===== src/rtl/bcd2bin.sv =====
// Sequential signed 3-digit BCD to two's-complement converter (reverse double-dabble).
// Optional build macro SATURATE_EN: clamp bin to the representable range on overflow.
module bcd2bin #(
  parameter int WORD_LENGTH = 8
) (
  input  logic                   clk,
  input  logic                   reset,
  input  logic [3:0]             bcd_h,
  input  logic [3:0]             bcd_t,
  input  logic [3:0]             bcd_u,
  input  logic                   sign_in,
  input  logic                   start,
  output logic [WORD_LENGTH-1:0] bin,
  output logic                   ready,
  output logic                   busy,
  output logic                   overflow,
  output logic                   bcd_err
);

  typedef enum logic [1:0] {
    S_IDLE  = 2'd0,
    S_SHIFT = 2'd1,
    S_DONE  = 2'd2
  } state_t;

  localparam logic [16:0] POS_MAX = 17'((17'd1 << (WORD_LENGTH - 1)) - 17'd1);
  localparam logic [16:0] NEG_MAX = 17'(POS_MAX + 17'd1);

  state_t                 r_state;
  logic [11:0]            r_d;
  logic [11:0]            r_b;
  logic [3:0]             r_cnt;
  logic                   r_sign;
  logic                   r_err;

  logic [23:0]            w_shift;
  logic [11:0]            w_d_fix;
  logic [16:0]            w_mag;
  logic [WORD_LENGTH-1:0] w_mag_w;
  logic                   w_ovf;
  logic [WORD_LENGTH-1:0] w_bin;

  function automatic logic [3:0] fix_digit(input logic [3:0] dig);
    if (dig >= 4'd8) begin
      return dig - 4'd3;
    end else begin
      return dig;
    end
  endfunction

  assign w_shift = {1'b0, r_d, r_b[11:1]};
  assign w_d_fix = {fix_digit(w_shift[23:20]), fix_digit(w_shift[19:16]), fix_digit(w_shift[15:12])};
  assign w_mag   = 17'(r_b[9:0]);
  assign w_mag_w = WORD_LENGTH'(r_b[9:0]);

  // Result word and overflow flag from the finished magnitude and captured sign.
  always_comb begin
    w_ovf = 1'b0;
    w_bin = '0;
    if (r_sign) begin
      w_ovf = (w_mag > POS_MAX);
      w_bin = w_mag_w;
    end else begin
      w_ovf = (w_mag > NEG_MAX);
      w_bin = ~w_mag_w + WORD_LENGTH'(1);
    end
`ifdef SATURATE_EN
    if (w_ovf) begin
      if (r_sign) begin
        w_bin = {1'b0, {(WORD_LENGTH-1){1'b1}}};
      end else begin
        w_bin = {1'b1, {(WORD_LENGTH-1){1'b0}}};
      end
    end else begin
      w_bin = w_bin;
    end
`endif
    if (r_err) begin
      w_ovf = 1'b0;
      w_bin = '0;
    end else begin
      w_ovf = w_ovf;
    end
  end

  // Control FSM, shift datapath and registered outputs.
  always_ff @(posedge clk or posedge reset) begin
    if (reset) begin
      r_state  <= S_IDLE;
      r_d      <= 12'd0;
      r_b      <= 12'd0;
      r_cnt    <= 4'd0;
      r_sign   <= 1'b0;
      r_err    <= 1'b0;
      bin      <= '0;
      ready    <= 1'b0;
      busy     <= 1'b0;
      overflow <= 1'b0;
      bcd_err  <= 1'b0;
    end else begin
      case (r_state)
        S_IDLE: begin
          ready <= 1'b0;
          if (start) begin
            r_d     <= {bcd_h, bcd_t, bcd_u};
            r_sign  <= sign_in;
            r_err   <= (bcd_h > 4'd9) | (bcd_t > 4'd9) | (bcd_u > 4'd9);
            r_b     <= 12'd0;
            r_cnt   <= 4'd0;
            busy    <= 1'b1;
            r_state <= S_SHIFT;
          end else begin
            busy    <= 1'b0;
          end
        end
        S_SHIFT: begin
          r_d   <= w_d_fix;
          r_b   <= w_shift[11:0];
          r_cnt <= r_cnt + 4'd1;
          if (r_cnt == 4'd11) begin
            r_state <= S_DONE;
          end else begin
            r_state <= S_SHIFT;
          end
        end
        S_DONE: begin
          // busy stays high through the ready cycle and drops in IDLE.
          bin      <= w_bin;
          overflow <= w_ovf;
          bcd_err  <= r_err;
          ready    <= 1'b1;
          r_state  <= S_IDLE;
        end
        default: begin
          r_state <= S_IDLE;
        end
      endcase
    end
  end

endmodule

===== config.mk =====
export PLATFORM = sky130hd
export DESIGN_NAME = bcd2bin
export DESIGN_NICKNAME = d
export VERILOG_FILES = /design/src/rtl/bcd2bin.sv
export SDC_FILE = /design/constraint.sdc
export NUM_CORES = 1
export LEC_CHECK = 0
export CAP_MARGIN = 20
export CORE_MARGIN = 10
export CORE_UTILIZATION = 49
export CTS_CLUSTER_DIAMETER = 100
export CTS_CLUSTER_SIZE = 20
export DETAILED_ROUTE_END_ITERATION = 10
export GPL_TIMING_DRIVEN = 0
export PLACE_DENSITY = 0.85
export SETUP_SLACK_MARGIN = 0.5
export SYNTH_ARGS = -nofsm -noshare
export SYNTH_HDL_FRONTEND = slang
export SYNTH_SLANG_ARGS = --single-unit

===== constraint.sdc =====
create_clock -name clk -period 1.6 [get_ports clk]
set_input_delay 0.32 -clock clk [delete_from_list [all_inputs] [get_ports clk]]
set_output_delay 0.32 -clock clk [all_outputs]
set_load 0.005 [all_outputs]

== Word-level counts from Yosys, hierarchy flattened ==
Index checks and enable logic that the tools add are counted.

* Output and inout port bits: 12
* Bits of input ports: 16
* Register bits after elaboration: 44
* Word-level logic and storage cells: 54

* Mux-type cells: 18
* Bitwise operators: 3
* Equal/unequal tests: 4
* Add/sub/neg operators: 5
* Order comparisons: 8
* Reductions and logical operators: 5

{| class="wikitable"
|+ Operators with widths
! cell !! count
|-
| $pmux W12 S2 || 2
|-
| $mux W12 || 2
|-
| $mux W4 || 4
|-
| $mux W8 || 2
|-
| $gt A4 B4 Y1 const B || 3
|-
| $gt A10 B7 Y1 const B || 1
|-
| $gt A10 B8 Y1 const B || 1
|-
| $add A8 B1 Y8 const B || 1
|-
| $ge A4 B4 Y1 const B || 2
|-
| $not A8 Y8 || 1
|-
| $pmux W4 S2 || 1
|-
| $sub A4 B2 Y4 const B || 2
|-
| $add A4 B1 Y4 const B || 1
|-
| $eq A4 B4 Y1 const B || 1
|-
| $ge A3 B4 Y1 const B || 1
|-
| $mux W2 || 2
|-
| $pmux W2 S2 || 1
|-
| $reduce_and A2 Y1 || 2
|-
| $reduce_bool A2 Y1 || 2
|-
| $sub A3 B2 Y4 const B || 1
|-
| $mux W1 || 3
|-
| $eq A2 B1 Y1 const B || 1
|-
| $eq A2 B2 Y1 const B || 1
|-
| $logic_not A2 Y1 || 1
|-
| 3 further kinds || 4
|}

== Depth between registers and ports, before layout ==
Gate-level depths: netlist of run 1.

* Depth in word-level cells: 4
* Gate-level depth with buffers: 5
* Gate-level depth less buffers: 5

== Least setup slack after synthesis of run 1 ==
No wires, ideal clock.

* Path type: register to register
* From: register r_b[0]
* To: register bin[5]
* Path slack: 59 ps
* Arrival time: 1,471 ps
* Cell stages (with the launch flop): 4
* Clock period less this slack: 1,541 ps
* Path buffers: 0
* Setup time: 69 ps
* Required time: 1,531 ps
* Cell sequence: dfrtp_1 > or4_1 > or4_1 > nand3_1

* Longest elaborated chain between the ends: 4

{| class="wikitable"
|+ Ends and longest elaborated chain
! item !! RTL line !! source
|-
| start: declaration || 31 || <nowiki>logic [11:0] r_b;</nowiki>
|-
| start signal: assignment || 118 || <nowiki>r_b <= w_shift[11:0];</nowiki>
|-
| $not A8 Y8 || 65 || <nowiki>w_bin = ~w_mag_w + WORD_LENGTH'(1);</nowiki>
|-
| $add A8 B1 Y8 || 65 ||
|-
| $mux W8 || 60 || <nowiki>if (r_sign) begin</nowiki>
|-
| $mux W8 || 78 || <nowiki>if (r_err) begin</nowiki>
|-
| end signal: assignment || 128 || <nowiki>bin <= w_bin;</nowiki>
|-
| end: declaration || 13 || <nowiki>output logic [WORD_LENGTH-1:0] bin,</nowiki>
|}

Every way passes these cells.
A chain may end at the register's enable or synchronous reset.

== Worst setup path in the final report of run 1 ==
* From: register r_b[1]
* To: register bin[5]

Same word-level chain as after synthesis.

==> impl_results.md, run 1 <==
* Synth cell count leaders: dfrtp_1 (44), nand2_1 (17), o21ai_0 (16), nor2_1 (14), a22o_1 (13)
* CTS Buffer Depth at 2
* Relative max-transition margin at 63.0%
* WL/cell at 23.5 microns
* Vias at 2,288
* Synth area leaders: dfrtp_1 (50%), a22o_1 (5.2%), o21ai_0 (3.7%), ha_1 (3.4%), nand2_1 (2.9%)
* Avg Inst Size Synth at 10.0 sq um
* Global-route wire length before repair at 11.5 mm
* Area fraction of the dominant cell type after synthesis at 50.3%
* Fmax at 634 MHz
* Max-cap viol count at 0
* Fillers at 219
* Initial Util at 50.3%
* Total GRT Usage at 19.1%
* Clk sink count at 44
* Cell count after synthesis at 219
* DRC at 0
* Final hold viol count at 0
* Max-slew violations at 0
* Area leader, netlist: dfrtp_1
* RSZ-0062 raised after global routing: yes
* Fin Setup TNS at 0 ns
* DRT Wirelength at 8.40 mm
* Drt via density at 6.39
* Routability cong. at 0.844
* Gr ovfl total at 0
* IO Port Bufs at 26
* FF-to-FF End: bin[5]
* Layout area overhead at 63.8%
* Pin count of the biggest net entering global routing at 23
* HPWL after DPL at 3.49 mm
* Final setup fails at 0
* Share of cells above drive strength 1 at 51.6%
* Critical path capture point type: flop
* Core Util, Final at 82.4%
* Register area at 1110 sq um
* Most frequent cell after synthesis: dfrtp_1
* HP Class: in -> reg
* Worst R2R Path Depth at 3
* Main flop type after synthesis: dfrtp_1
* Antenna violations before repair at 0
* Crit path DAT at 1.83 ns
* CTS root buffer: clkbuf_8
* R2r startpoint: r_b[1]
* Clock transition at path regs at 0.09 ns
* Area of the multi-input gates at 1320 sq um
* Rows at 24
* Worst Setup EP: bin[5]
* Yosys cell types at 44
* Inserted Diodes at 0
* Flop-to-flop setup slack at 0.02 ns
* Yosys warning count at 0
* CTS Hold Bufs at 0
* Area of the die at 7540 sq um
* Core Region at 4350 sq um
* Final setup skew at 0.0159 ns
* Die height at 86.8 microns
* TritonRoute pass-1 iters at 6
* VDD IR max at 1250 uV
* Seq cells post-synth at 44
* Crit path launch: r_b[1]
* Clock latency on the worst-skew pair at 0.32 ns
* Least-Margin Pin Slew at 0.554 ns
* Post-synth EDFFs at 0
* PwrDens at 1950 nW/um^2
* H-tree level count at 2
* Antenna-violating nets left at 0
* Die width at 86.8 microns
* Sequential area share after synthesis at 50.3%
* Status: completed
* CP Class: reg -> reg
* Synth async-reset ratio at 100%
* CTS tree: yes
* P_leak at 1.66 nW
* Vias in the first global route at 2,249
* Cell Area, Synth at 2190 sq um
* Final #Nets at 327
* WP data required at 1.85 ns
* Net Count, Synth at 241
* Crit path time final at 1.58 ns
* DRT iter0 DRCs at 180
* Crit Path Max Fanout at 2
* Fin crit share at 98.5%
* Crit path launch type: flop
* I/O Pins at 28
* TritonCTS Buffers at 5
where the power goes:
part	internal (mW)	switching, mW
sequential	1.60	0.534
combinational	2.15	1.83
clock	0.464	0.415
total	4.22	2.78
cells by family after synthesis:
family | synth area share, %
flops | 50.3
buf+inv | 4.80
fa+ha+maj | 3.43
mux | 1.49
compound gates | 21.3
xor+xnor | 2.00
simple gates | 16.7
flip-flops by register name, summed over array words and instances, names as in the netlist:
name      count
busy          1
bcd_err       1
r_err         1
r_cnt         4
r_state       2
r_d          12
r_sign        1
bin           8
overflow      1
r_b          12
ready         1
through the flow:
step	area [sq um]	setup slack [ns]	hold slack, ns	power, mW	instances
floorplan	2300	0.124	0.324	3.51	219
global placement	2630	0.0581	0.456	4.13	297
detailed placement	2630	0.0280	0.472	4.22	297
CTS	3290	0.0971	0.414	6.08	346
global route	3590	0.0103	0.451	7.32	358
finish	3590	0.0234	0.440	7.00	358
critical path, stage by stage, from the launching register on:
cell and delay, ns:
dfrtp_1 0.43, or4_4 0.57, or4_4 0.43, nand3_2 0.07
worst min-delay path by stage:
stage	startpoint	to	slack [ns]	depth (start not counted)
after floorplan	reset	bcd_err	0.32	1
after global placement	r_cnt[3]	r_cnt[3]	0.46	1
after detailed placement	r_cnt[3]	r_cnt[3]	0.47	1
after CTS	start	r_d[0]	0.41	3
after global routing	start	r_d[8]	0.45	3
final	start	r_d[8]	0.44	3
cell usage in the layout, fill, tap and decap left out, types with 4 or more instances in the layout:
| cell | n |
|---|---|
| inv_1 | 8 |
| o21ai_0 | 5 |
| dfrtp_1 | 36 |
| nand2_2 | 6 |
| buf_4 | 29 |
| buf_6 | 19 |
| a22oi_1 | 4 |
| clkdlybuf4s50_1 | 14 |
| clkbuf_8 | 8 |
| buf_2 | 13 |
| a21oi_1 | 4 |
| buf_8 | 9 |
| o22ai_2 | 5 |
| dfrtp_2 | 8 |
| o21ai_1 | 7 |
| a22o_1 | 13 |
| nand2_1 | 10 |
| nor2_1 | 8 |
layout make-up:
class	count	area share, %
clock buffers	6	2.02
clock inverters	2	0.977
repair inverters	1	0.209
repair buffers	78	20.2
flip-flops and latches	44	31.0
plain buffers	15	5.41
inverters	12	1.53
well taps	52	1.81
multi-input cells	148	36.9
repair_timing:
action / 4_1_cts / 5_1_grt
gates resized for setup: 123 / 58
setup buffers: 34 / 12
hold endpoints to repair: 0 / 0
pin swaps: 20 / 21
setup endpoints to repair: 100 / 55
gates cloned: 7 / 0
routing by layer:
metal | GRT usage (%) | vias to the layer above | routed length [microns]
met5 | 0 | - | 0
met4 | 10.9 | 0 | 412
met3 | 3.19 | 44 | 688
met2 | 32.3 | 158 | 4150
met1 | 22.2 | 1111 | 3140
li1 | - | 975 | -
(Power assumes the default switching activity.)
==> inputs of run 2 (changes only) <==
--- a/config.mk
+++ b/config.mk
@@ -14,6 +14,7 @@
 export GPL_TIMING_DRIVEN = 0
 export PLACE_DENSITY = 0.85
 export SETUP_SLACK_MARGIN = 0.5
+export SKIP_LAST_GASP = 1
 export SYNTH_ARGS = -nofsm -noshare
 export SYNTH_HDL_FRONTEND = slang
 export SYNTH_SLANG_ARGS = --single-unit
==> results of run 2 <==
Same layout as run 1: the final DEF is identical, and so are final timing and power.
